### src/rtl/imem_loader_pkg.sv
// imem_loader shared types and defaults.
// Holds the FSM state encoding and the default memory geometry.
package imem_loader_pkg;

  typedef enum logic [2:0] {
    IDLE,
    LOAD,
    FILL,
    DONE,
    ERR
  } state_t;

  localparam int          IMEM_DEPTH_DEF = 128;
  localparam logic [31:0] FILL_WORD_DEF  = 32'h0000_0063;

endpackage

### src/rtl/imem_byte_packer.sv
// Byte-to-word packer for the IMEM loader.
// Assembles LSB-first bytes and flags the 4th byte of a word.
module imem_byte_packer
  import imem_loader_pkg::*;
(
  input  logic        clk,
  input  logic        rst_n,
  input  logic        clr,
  input  logic        acc,
  input  logic [7:0]  din,
  output logic [31:0] word,
  output logic        word_done
);

  logic [1:0]  cnt;
  logic [23:0] sr;

  // byte slot counter and right-shifting byte register
  always_ff @(posedge clk or negedge rst_n) begin
    if (!rst_n) begin
      cnt <= 2'd0;
      sr  <= 24'd0;
    end else if (clr) begin
      cnt <= 2'd0;
      sr  <= 24'd0;
    end else if (acc) begin
      cnt <= cnt + 2'd1;
      sr  <= {din, sr[23:8]};
    end
  end

  assign word      = {din, sr};
  assign word_done = acc && (cnt == 2'd3);

endmodule

### src/rtl/imem_loader.sv
// Boot loader: streams bytes into IMEM, pads the rest,
// then releases the CPU from reset.
module imem_loader
  import imem_loader_pkg::*;
#(
  parameter int          IMEM_DEPTH = IMEM_DEPTH_DEF,
  parameter int          AW         = 7,
  parameter logic [31:0] FILL_WORD  = FILL_WORD_DEF
) (
  input  logic          clk,
  input  logic          rst_n,
  input  logic          start,
  input  logic [7:0]    len,
  input  logic          byte_valid,
  input  logic [7:0]    byte_data,
  output logic          byte_ready,
  output logic          mem_we,
  output logic [AW-1:0] mem_waddr,
  output logic [31:0]   mem_wdata,
  output logic          busy,
  output logic          done,
  output logic          err,
  output logic          cpu_rst_n
);

  localparam logic [31:0] DEPTH = 32'(IMEM_DEPTH);

  state_t        state, state_n;
  logic [7:0]    len_q;
  logic [9:0]    bcnt;
  logic [AW-1:0] widx;
  logic          wpend;
  logic [31:0]   wdata_q;
  logic          cpu_rst_q;

  logic          ld_go;
  logic          acc;
  logic          last_word;
  logic          full;
  logic          fill_last;
  logic [31:0]   word;
  logic          word_done;

  assign ld_go = start &&
    (state == IDLE || state == DONE || state == ERR);
  assign byte_ready = (state == LOAD) &&
    (bcnt != {len_q, 2'b00});
  assign acc = byte_valid && byte_ready;

  assign last_word = (32'(widx) == {24'd0, len_q} - 32'd1);
  assign full      = ({24'd0, len_q} == DEPTH);
  assign fill_last = (32'(widx) == DEPTH - 32'd1);

  imem_byte_packer u_pack (
    .clk       (clk),
    .rst_n     (rst_n),
    .clr       (ld_go),
    .acc       (acc),
    .din       (byte_data),
    .word      (word),
    .word_done (word_done)
  );

  // state register and registered CPU reset release
  always_ff @(posedge clk or negedge rst_n) begin
    if (!rst_n) begin
      state     <= IDLE;
      cpu_rst_q <= 1'b0;
    end else begin
      state     <= state_n;
      cpu_rst_q <= (state_n == DONE);
    end
  end

  // next-state decode
  always_comb begin
    state_n = state;
    unique case (state)
      IDLE, DONE, ERR: begin
        if (start) begin
          if ({24'd0, len} > DEPTH) state_n = ERR;
          else if (len == 8'd0)     state_n = FILL;
          else                      state_n = LOAD;
        end
      end
      LOAD: begin
        if (wpend && last_word)
          state_n = full ? DONE : FILL;
      end
      FILL: begin
        if (fill_last) state_n = DONE;
      end
      default: state_n = IDLE;
    endcase
  end

  // counters, latched length and write-port registers
  always_ff @(posedge clk or negedge rst_n) begin
    if (!rst_n) begin
      len_q   <= 8'd0;
      bcnt    <= 10'd0;
      widx    <= '0;
      wpend   <= 1'b0;
      wdata_q <= 32'd0;
    end else begin
      wpend <= 1'b0;
      if (ld_go) begin
        len_q <= len;
        bcnt  <= 10'd0;
        widx  <= '0;
      end else begin
        if (acc) bcnt <= bcnt + 10'd1;
        if (word_done) begin
          wpend   <= 1'b1;
          wdata_q <= word;
        end
        if (state == LOAD && wpend) begin
          if (!last_word)
            widx <= widx + 1'b1;
          else if (!full)
            widx <= AW'(len_q);
        end
        if (state == FILL && !fill_last)
          widx <= widx + 1'b1;
      end
    end
  end

  assign mem_we    = wpend || (state == FILL);
  assign mem_waddr = widx;
  assign mem_wdata = (state == FILL) ? FILL_WORD : wdata_q;
  assign busy      = (state == LOAD) || (state == FILL);
  assign done      = (state == DONE);
  assign err       = (state == ERR);
  assign cpu_rst_n = cpu_rst_q;

endmodule

### config.mk
export PLATFORM = sky130hd
export DESIGN_NAME = imem_loader
export DESIGN_NICKNAME = d
export VERILOG_FILES = /design/src/rtl/imem_loader_pkg.sv /design/src/rtl/imem_byte_packer.sv /design/src/rtl/imem_loader.sv
export SDC_FILE = /design/constraint.sdc
export NUM_CORES = 1
export LEC_CHECK = 0
export ABC_AREA = 1
export BUFFER_PORTS_ARGS = -buffer_cell sky130_fd_sc_hd__clkbuf_2
export CORE_UTILIZATION = 58
export DETAILED_ROUTE_END_ITERATION = 10
export GPL_ROUTABILITY_DRIVEN = 1
export PLACE_DENSITY = 0.8
export SYNTH_ARGS = -nofsm -noshare
export SYNTH_HDL_FRONTEND = slang
export SYNTH_HIERARCHICAL = 1
export SYNTH_SLANG_ARGS = --single-unit
export TNS_END_PERCENT = 5
### constraint.sdc
create_clock -name clk -period 2.95 [get_ports clk]
set_input_delay 0.7375 -clock clk [delete_from_list [all_inputs] [get_ports clk]]
set_output_delay 0.7375 -clock clk [all_outputs]
set_load 0.01 [all_outputs]
==> results of run 1 <==
## flip-flops by register name, indices dropped and copies added (netlist names)
register / count
wdata_q: 32
u_pack/sr: 24
bcnt: 10
len_q: 8
mem_waddr: 7
state: 3
u_pack/cnt: 2
cpu_rst_n: 1
wpend: 1
## per-layer routing
metal,vias to the layer above,wire length [um],track usage
met1,2001,4870,0.359
met4,0,280,0.128
met5,-,0,0
met2,98,5590,0.472
met3,18,406,0.0372
li1,2039,-,-
## cell families after synthesis
| group | count (synthesis) | share of synthesized area |
|---|---|---|
| AND/OR/NAND/NOR | 349 | 0.347 |
| XOR/XNOR | 15 | 0.0268 |
| AO/OA/AOI/OAI | 49 | 0.0540 |
| adder cells (fa/ha/maj) | 5 | 0.0127 |
| flip-flops | 88 | 0.448 |
| buffers and inverters | 115 | 0.111 |
## critical path, cell delays in order, from the launching register on
cell,delay (ns)
dfrtp_1,0.57
xor2_1,0.24
nor4_1,0.36
nand2_1,0.15
nand2_1,0.12
inv_1,0.06
clkbuf_2,0.12
## power by group
part	leakage, nW	switching, mW	internal, mW	total, mW
sequential	1.09	0.402	1.63	2.03
clock	0.0991	0.497	0.329	0.827
combinational	1.69	1.37	0.746	2.11
## cell type report
| cell class | instances | area [sq um] |
|---|---|---|
| inverter | 83 | 315 |
| tap | 105 | 131 |
| clock inverter | 7 | 71.3 |
| multi-input combinational | 418 | 2160 |
| sequential | 88 | 2200 |
| clock buffer | 9 | 124 |
| fill | 692 | 2840 |
| timing repair buffer | 69 | 373 |
## cell usage in the layout, fill, tap and decap left out, types with 7 or more instances in the layout
cell,n
o21ai_1,11
nand3_2,22
clkbuf_2,63
nand4_1,10
o21ai_0,28
nor2_1,42
clkbuf_8,9
xor2_1,15
dfrtp_1,88
inv_1,74
inv_2,7
nor3_1,8
nand3_1,52
nand2_1,187
## stage by stage
| stage | cells | setup WS, ns | cell area, sq um | utilization | hold slack [ns] |
|---|---|---|---|---|---|
| 2_1_floorplan | 621 | 0.773 | 4910 | - | 0.441 |
| 3_3_place_gp | 763 | 0.592 | 5190 | 0.631 | 0.455 |
| 3_5_place_dp | 763 | 0.544 | 5190 | 0.631 | 0.457 |
| 4_1_cts | 779 | 0.227 | 5380 | 0.655 | 0.407 |
| 5_1_grt | 779 | 0.101 | 5380 | 0.655 | 0.400 |
| 6_report | 779 | 0.230 | 5380 | 0.655 | 0.363 |
## worst min path at each step
stage          slack, ns                     start  depth (start not counted)                       end
3_5_place_dp        0.46  u_pack/sr[1]$_DFFE_PN0P_                          2    wdata_q[1]$_DFFE_PN0P_
2_1_floorplan       0.44                     rst_n                          0       bcnt[0]$_DFFE_PN0P_
5_1_grt             0.40                     rst_n                          2  mem_waddr[0]$_DFFE_PN0P_
6_report            0.36                     rst_n                          2  mem_waddr[3]$_DFFE_PN0P_
3_3_place_gp        0.45  u_pack/sr[1]$_DFFE_PN0P_                          2    wdata_q[1]$_DFFE_PN0P_
4_1_cts             0.41                     rst_n                          2  mem_waddr[3]$_DFFE_PN0P_
==> results by group, run 1 <==
Status
  – Status: complete, no violations

Logic synthesis
  – Register bit total from synthesis: between 80 and 90
  – Post-Syn Instances: 621
  – Primary FF master, synth: dfrtp_1
  – Sequential element share of the synthesized area: 0.448
  – Avg Synthesized Cell Area: between 7 and 8 sq um
  – Mapped Nets: 646
  – Unique masters post-synth: 37
  – Post-synth top cells: nand2_1 (187), dfrtp_1 (88), inv_1 (74)
  – Dominant cell type by area after synthesis: dfrtp_1
  – Asr flop ratio synth: 1.00
  – Count leader, synth: nand2_1
  – Post-synth EDFFs: 0
  – Share of Yosys cell area claimed by the top area cell type: 0.448
  – Synthesized cell area: 0.00491 sq mm
  – Yosys warning total: 6
  – Synth area leaders: dfrtp_1 (45%), nand2_1 (14%), inv_1 (5.7%)

Floorplan
  – Row count: 33
  – Core Area: 0.00822 sq mm
  – Die ar.: a little under 0.009 sq mm
  – Initial core utilization: 0.598
  – Die H: 94.0 um
  – Die W: 94.0 um
  – IO Count: 65

Setup path
  – WP data required: between 2 and 2.5 ns
  – Worst Setup SP: len_q[2]$_DFFE_PN0P_
  – Setup crit start kind: register
  – R2R Path Start: len_q[2]$_DFFE_PN0P_
  – Crit Path Category: reg -> out
  – Crit Path Max Fanout: 7
  – Reg2Reg Setup Slack: around 0.51 ns
  – Reg2reg path depth: 11
  – WP data arrival: 1.98 ns
  – Reg-to-reg endpoint: wdata_q[11]$_DFFE_PN0P_
  – CP endpoint kind: output port
  – Worst setup path end: byte_ready

Clock tree
  – Clock tree root driver cell: clkbuf_8
  – Total CTS buffers: 9
  – # resized after CTS: 0
  – Clk pin slew, worst setup/hold paths: approximately 0.1 ns
  – CTS tree: done
  – Clock sink count: 88
  – Htree depth: 3
  – Clk_lat worst skew: around 0.37 ns
  – Setup repair bufs after CTS: 0
  – Maximum buffer depth of the clock tree: 2
  – Hold_buf cts: 0

Power
  – Leak Pwr: between 2 and 3 nW
  – PwrDens: approximately 920 mW/mm^2
  – Peak supply drop: roughly 520 uV
  – Design Power: roughly 5.0 mW

Route
  – Vias per inst: around 5.3
  – DRT iter0 DRCs: ~170
  – Drt drc: 0
  – DRT Wirelength: about 11 mm
  – Detailed-route via count: between 4000 and 5000
  – Routed len/inst: ~14 um
  – Number of detailed-route iterations in the first pass: 4
  – ANT nets after route: 0

Global route
  – Vias in the first global route: a little over 4000
  – Initial antenna violation count: 0
  – Pin count of the biggest net entering global routing: between 80 and 90
  – GRT overflow: 0
  – GRT Resource Usage Total: 0.280
  – First-pass GRT wire length: 18.9 mm

Run
  – Max cap viols: 0

Placement
  – Number of I/O port buffers: 64
  – RD Place Congestion: between 0.8 and 0.9
  – Post-DP HPWL: about 8 mm

Final layout
  – Layout cells sized above 1: 0.211
  – P&R area growth vs syn: 9.58%
  – Net count, final: between 600 and 700
  – ANT cells: 0

STA
  – Fmax: 368 MHz
  – Final hold vios: 0
  – Min Tclk post-route: between 2 and 3 ns
  – Max_slew headroom: 0.428
  – Least-Margin Pin Slew: roughly 0.86 ns
  – TNS Setup: 0 ns
  – RSZ-0062 raised after global routing: false
  – Pins Over Slew Limit: 0
  – Period utilisation layout: 0.922
  – # setup viols final: 0
  – Final clock skew: 0.0115 ns

Worst hold path
  – Tightest Hold Check Type: in -> async
Power figures use the tool's default switching activity.
==> run 2, diff against run 1 <==
Settings changed: ABC_AREA 1 to unset, CORE_UTILIZATION 58 to 50, PLACE_DENSITY 0.8 to 0.71.
==> results by group, run 2 <==
Logic synthesis
  – Share of Yosys cell area claimed by the top area cell type: 0.472 (+0.0238)
  – Largest family of logic cells by synthesized area: simple AND/OR/NAND/NOR gates
  – Synthesized cell area: 0.00466 sq mm (-5.0%)
  – Dominant cell type by area after synthesis: dfrtp_1
  – Primary FF master, synth: dfrtp_1
  – Register bit total from synthesis: 88 (unchanged)
  – Synth Area in Compound Gates: 0.0810 (+0.0270)
  – Count leader, synth: dfrtp_1
  – Post-Syn Instances: 444 (-29%)
  – Unique masters post-synth: 52 (+41%)
  – Asr flop ratio synth: 1.00 (unchanged)
  – Simple-Gate Fraction of Synth Area: 0.193 (-0.155)
  – Avg Synthesized Cell Area: 10.5 sq um (+33%)
  – Yosys warning total: 6 (unchanged)
  – Post-synthesis mux area share: 0.137 (+0.137)
  – Post-synth top cells: dfrtp_1 (88), nor2_1 (45), nand2_1 (37)
  – Mapped Nets: 469 (-27%)
  – Synth area leaders: dfrtp_1 (47%), mux2_2 (7.7%), mux2i_1 (6.0%)
  – Sequential element share of the synthesized area: 0.472 (+0.0238)
  – Area share of fa/ha/maj cells after synthesis: 0.0134 (+0.000677)
  – Post-synth EDFFs: 0 (unchanged)
  – Synth Area in XOR/XNOR: 0.0507 (+0.0240)

Final layout
  – Filler cells: 784 (+13%)
  – Net count, final: 521 (-25%)
  – Max reg flops: 32 (unchanged)
  – Final cell count without fillers: 608 (-22%)
  – Reg with most FFs: wdata_q
  – Layout cells sized above 1: 0.264 (+0.0533)
  – Regs by FF count: wdata_q: 32 flops, u_pack/sr: 24 flops, bcnt: 10 flops
  – P&R area growth vs syn: 10.8%
  – Most common cell after layout, fill and taps aside: dfrtp_1
  – ANT cells: 0 (unchanged)
  – Most frequent cells in the layout: dfrtp_1 (88), clkbuf_2 (63), nor2_1 (45), nand2_1 (37), mux2_2 (32)

Setup path
  – Setup crit start kind: register
  – WP data arrival: 2.91 ns (+0.93 ns)
  – Critical Path Slowest Stage Cell: a2111oi_2
  – Top Family by Delay on Critical Path: compound AO/OA/AOI/OAI gates
  – R2R Path Start: len_q[0]$_DFFE_PN0P_
  – Crit Path Max Fanout: 6 (-1)
  – CP Buf/Inv Count: 1 (-1)
  – WP data required: 3.21 ns (+1.00 ns)
  – CP cell instances: inv_1 -> ha_1 -> nor3b_2 -> nand2b_1 -> a2111oi_2 -> a211oi_4 -> o21ai_1 -> a21boi_0 -> o311ai_2
  – Reg-to-reg endpoint: mem_waddr[2]$_DFFE_PN0P_
  – CP endpoint kind: register
  – Crit Path Category: reg -> reg
  – Worst Setup SP: len_q[0]$_DFFE_PN0P_
  – Reg2reg path depth: 9 (-2)
  – Crit-path max cell delay: 0.54 ns (-0.03 ns)
  – Levels on crit path: 9 (+3)
  – Reg2Reg Setup Slack: 0.31 ns (-0.20 ns)
  – Worst setup path end: mem_waddr[2]$_DFFE_PN0P_

Route
  – ANT nets after route: 0 (unchanged)
  – Top sig layer: met4
  – Detailed-route via count: 3364 (-19%)
  – Vias per inst: 5.53 (+3.7%)
  – Routed len/inst: 16.6 um (+16%)
  – DRT Wirelength: 10.1 mm (-9.5%)
  – Met1 Wirelength: 4.44 mm (-8.9%)
  – DR WL met2: 5.01 mm (-10%)
  – DRT iter0 DRCs: 108 (-36%)
  – Drt drc: 0 (unchanged)
  – Met3 Wirelength: 378 um (-6.9%)
  – Number of detailed-route iterations in the first pass: 4 (unchanged)

STA
  – # setup viols final: 0 (unchanged)
  – Final hold vios: 0 (unchanged)
  – Least-Margin Pin Slew: 0.709 ns (-0.148 ns)
  – Pins Over Slew Limit: 0 (unchanged)
  – TNS Setup: 0 ns (unchanged)
  – Fmax: 378 MHz (+2.9%)
  – Max_slew headroom: 0.524 (+0.0961)
  – Period utilisation layout: 0.896 (-0.0261)
  – Min Tclk post-route: 2.64 ns (-0.0771 ns)
  – RSZ-0062 raised after global routing: false
  – Min setup slack post-route: 0.307 ns (+0.0771 ns)
  – Final clock skew: 0.0129 ns (+0.00134 ns)

Worst hold path
  – Tightest Hold Check Type: in -> async

Global route
  – GRT overflow: 0 (unchanged)
  – GRT Resource Usage Total: 0.228 (-0.0525)
  – First-pass GRT wire length: 17.3 mm (-8.6%)
  – Initial antenna violation count: 0 (unchanged)
  – Pin count of the biggest net entering global routing: 70 (-21%)
  – Vias in the first global route: 3441 (-15%)

Clock tree
  – Hold_buf cts: 0 (unchanged)
  – Clk pin slew, worst setup/hold paths: 0.09 ns (about the same)
  – Maximum buffer depth of the clock tree: 2 (unchanged)
  – Htree depth: 3 (unchanged)
  – Clock sink count: 88 (unchanged)
  – Clock tree root driver cell: clkbuf_8
  – Total CTS buffers: 9 (unchanged)
  – Clk_lat worst skew: 0.35 ns (-0.02 ns)
  – Setup repair bufs after CTS: 0 (unchanged)
  – CTS tree: done
  – # resized after CTS: 0 (unchanged)

Floorplan
  – Die ar.: 0.00972 sq mm (+9.9%)
  – Core Area: 0.00889 sq mm (+8.2%)
  – Die H: 98.6 um (+4.9%)
  – Row count: 34 (+3.0%)
  – IO Count: 65 (unchanged)
  – Die W: 98.6 um (+4.9%)
  – Initial core utilization: 0.524 (-0.0732)

Placement
  – Post-DP HPWL: 7.06 mm (-9.8%)
  – Number of I/O port buffers: 64 (unchanged)
  – Placed cell count: 593 (-22%)
  – Dpl ws: 0.338 ns (-0.206 ns)
  – RD Place Congestion: 0.855 (-3.3%)

Status
  – Status: complete, no violations

Run
  – Max cap viols: 0 (unchanged)

Power
  – Peak supply drop: 488 uV (-5.6%)
  – PwrDens: 846 mW/mm^2 (-8.3%)
  – Design Power: 4.37 mW (-12%)
  – Leak Pwr: 2.58 nW (-10%)
## run 2: changes by cell type after synthesis, moves of 8 or more
cell,change
mux2_2,+32
nand3_1,-38
and2_1,+31
mux2i_1,+28
nand2b_1,+8
nand3_2,-22
inv_1,-61
and3_1,+8
xnor2_1,+12
o21ai_0,-20
o21ai_1,-10
nand2_1,-150
nand4_1,-9
## run 2: metrics by stage
step                hold WS [ns]  utilization  area (sq um)
floorplan                  0.442            -          4660
detailed placement         0.485        0.562          5000
global route               0.264        0.581          5160
global placement           0.480        0.562          5000
CTS                        0.261        0.581          5160
finish                     0.267        0.581          5160
## run 2: cells by family (layout without fill, tap and decap cells)
group / after synthesis / after routing
buf+inv: 43 / 99
simple gates: 172 / 172
mux: 60 / 60
xor+xnor: 27 / 27
compound gates: 49 / 49
fa+ha+maj: 5 / 5
flops: 88 / 88
## run 2: power breakdown
| part | switching (mW) | leakage, nW | internal (mW) |
|---|---|---|---|
| Combinational | 0.891 | 1.32 | 0.796 |
| Sequential | 0.352 | 1.18 | 1.59 |
| Clock | 0.436 | 0.0819 | 0.304 |
## run 2: how the worst min path moves through the flow
stage	startpoint	end	slack (ns)	cells after the start
after floorplan	rst_n	bcnt[0]$_DFFE_PN0P_	0.44	0
after global placement	wdata_q[30]$_DFFE_PN0P_	wdata_q[30]$_DFFE_PN0P_	0.48	1
after detailed placement	wdata_q[19]$_DFFE_PN0P_	wdata_q[19]$_DFFE_PN0P_	0.49	1
after CTS	rst_n	wdata_q[25]$_DFFE_PN0P_	0.26	1
after global routing	rst_n	wdata_q[25]$_DFFE_PN0P_	0.26	1
final	rst_n	len_q[3]$_DFFE_PN0P_	0.27	1
## run 2: area by class of cell
type,instances,area (sq um),share of cell area
Multi-Input combinational cell,313,2220,0.431
Clock buffer,9,124,0.0240
Clock inverter,6,42.5,0.00824
Inverter,13,48.8,0.00945
Timing Repair Buffer,71,388,0.0751
Sequential cell,88,2200,0.426
Tap cell,108,135,0.0262
## run 2: routing by layer
layer | GRT usage | vias up
met3 | 0.0411 | 18
met2 | 0.383 | 88
li1 | - | 1618
met1 | 0.289 | 1640
met4 | 0.101 | 0
met5 | 0 | -
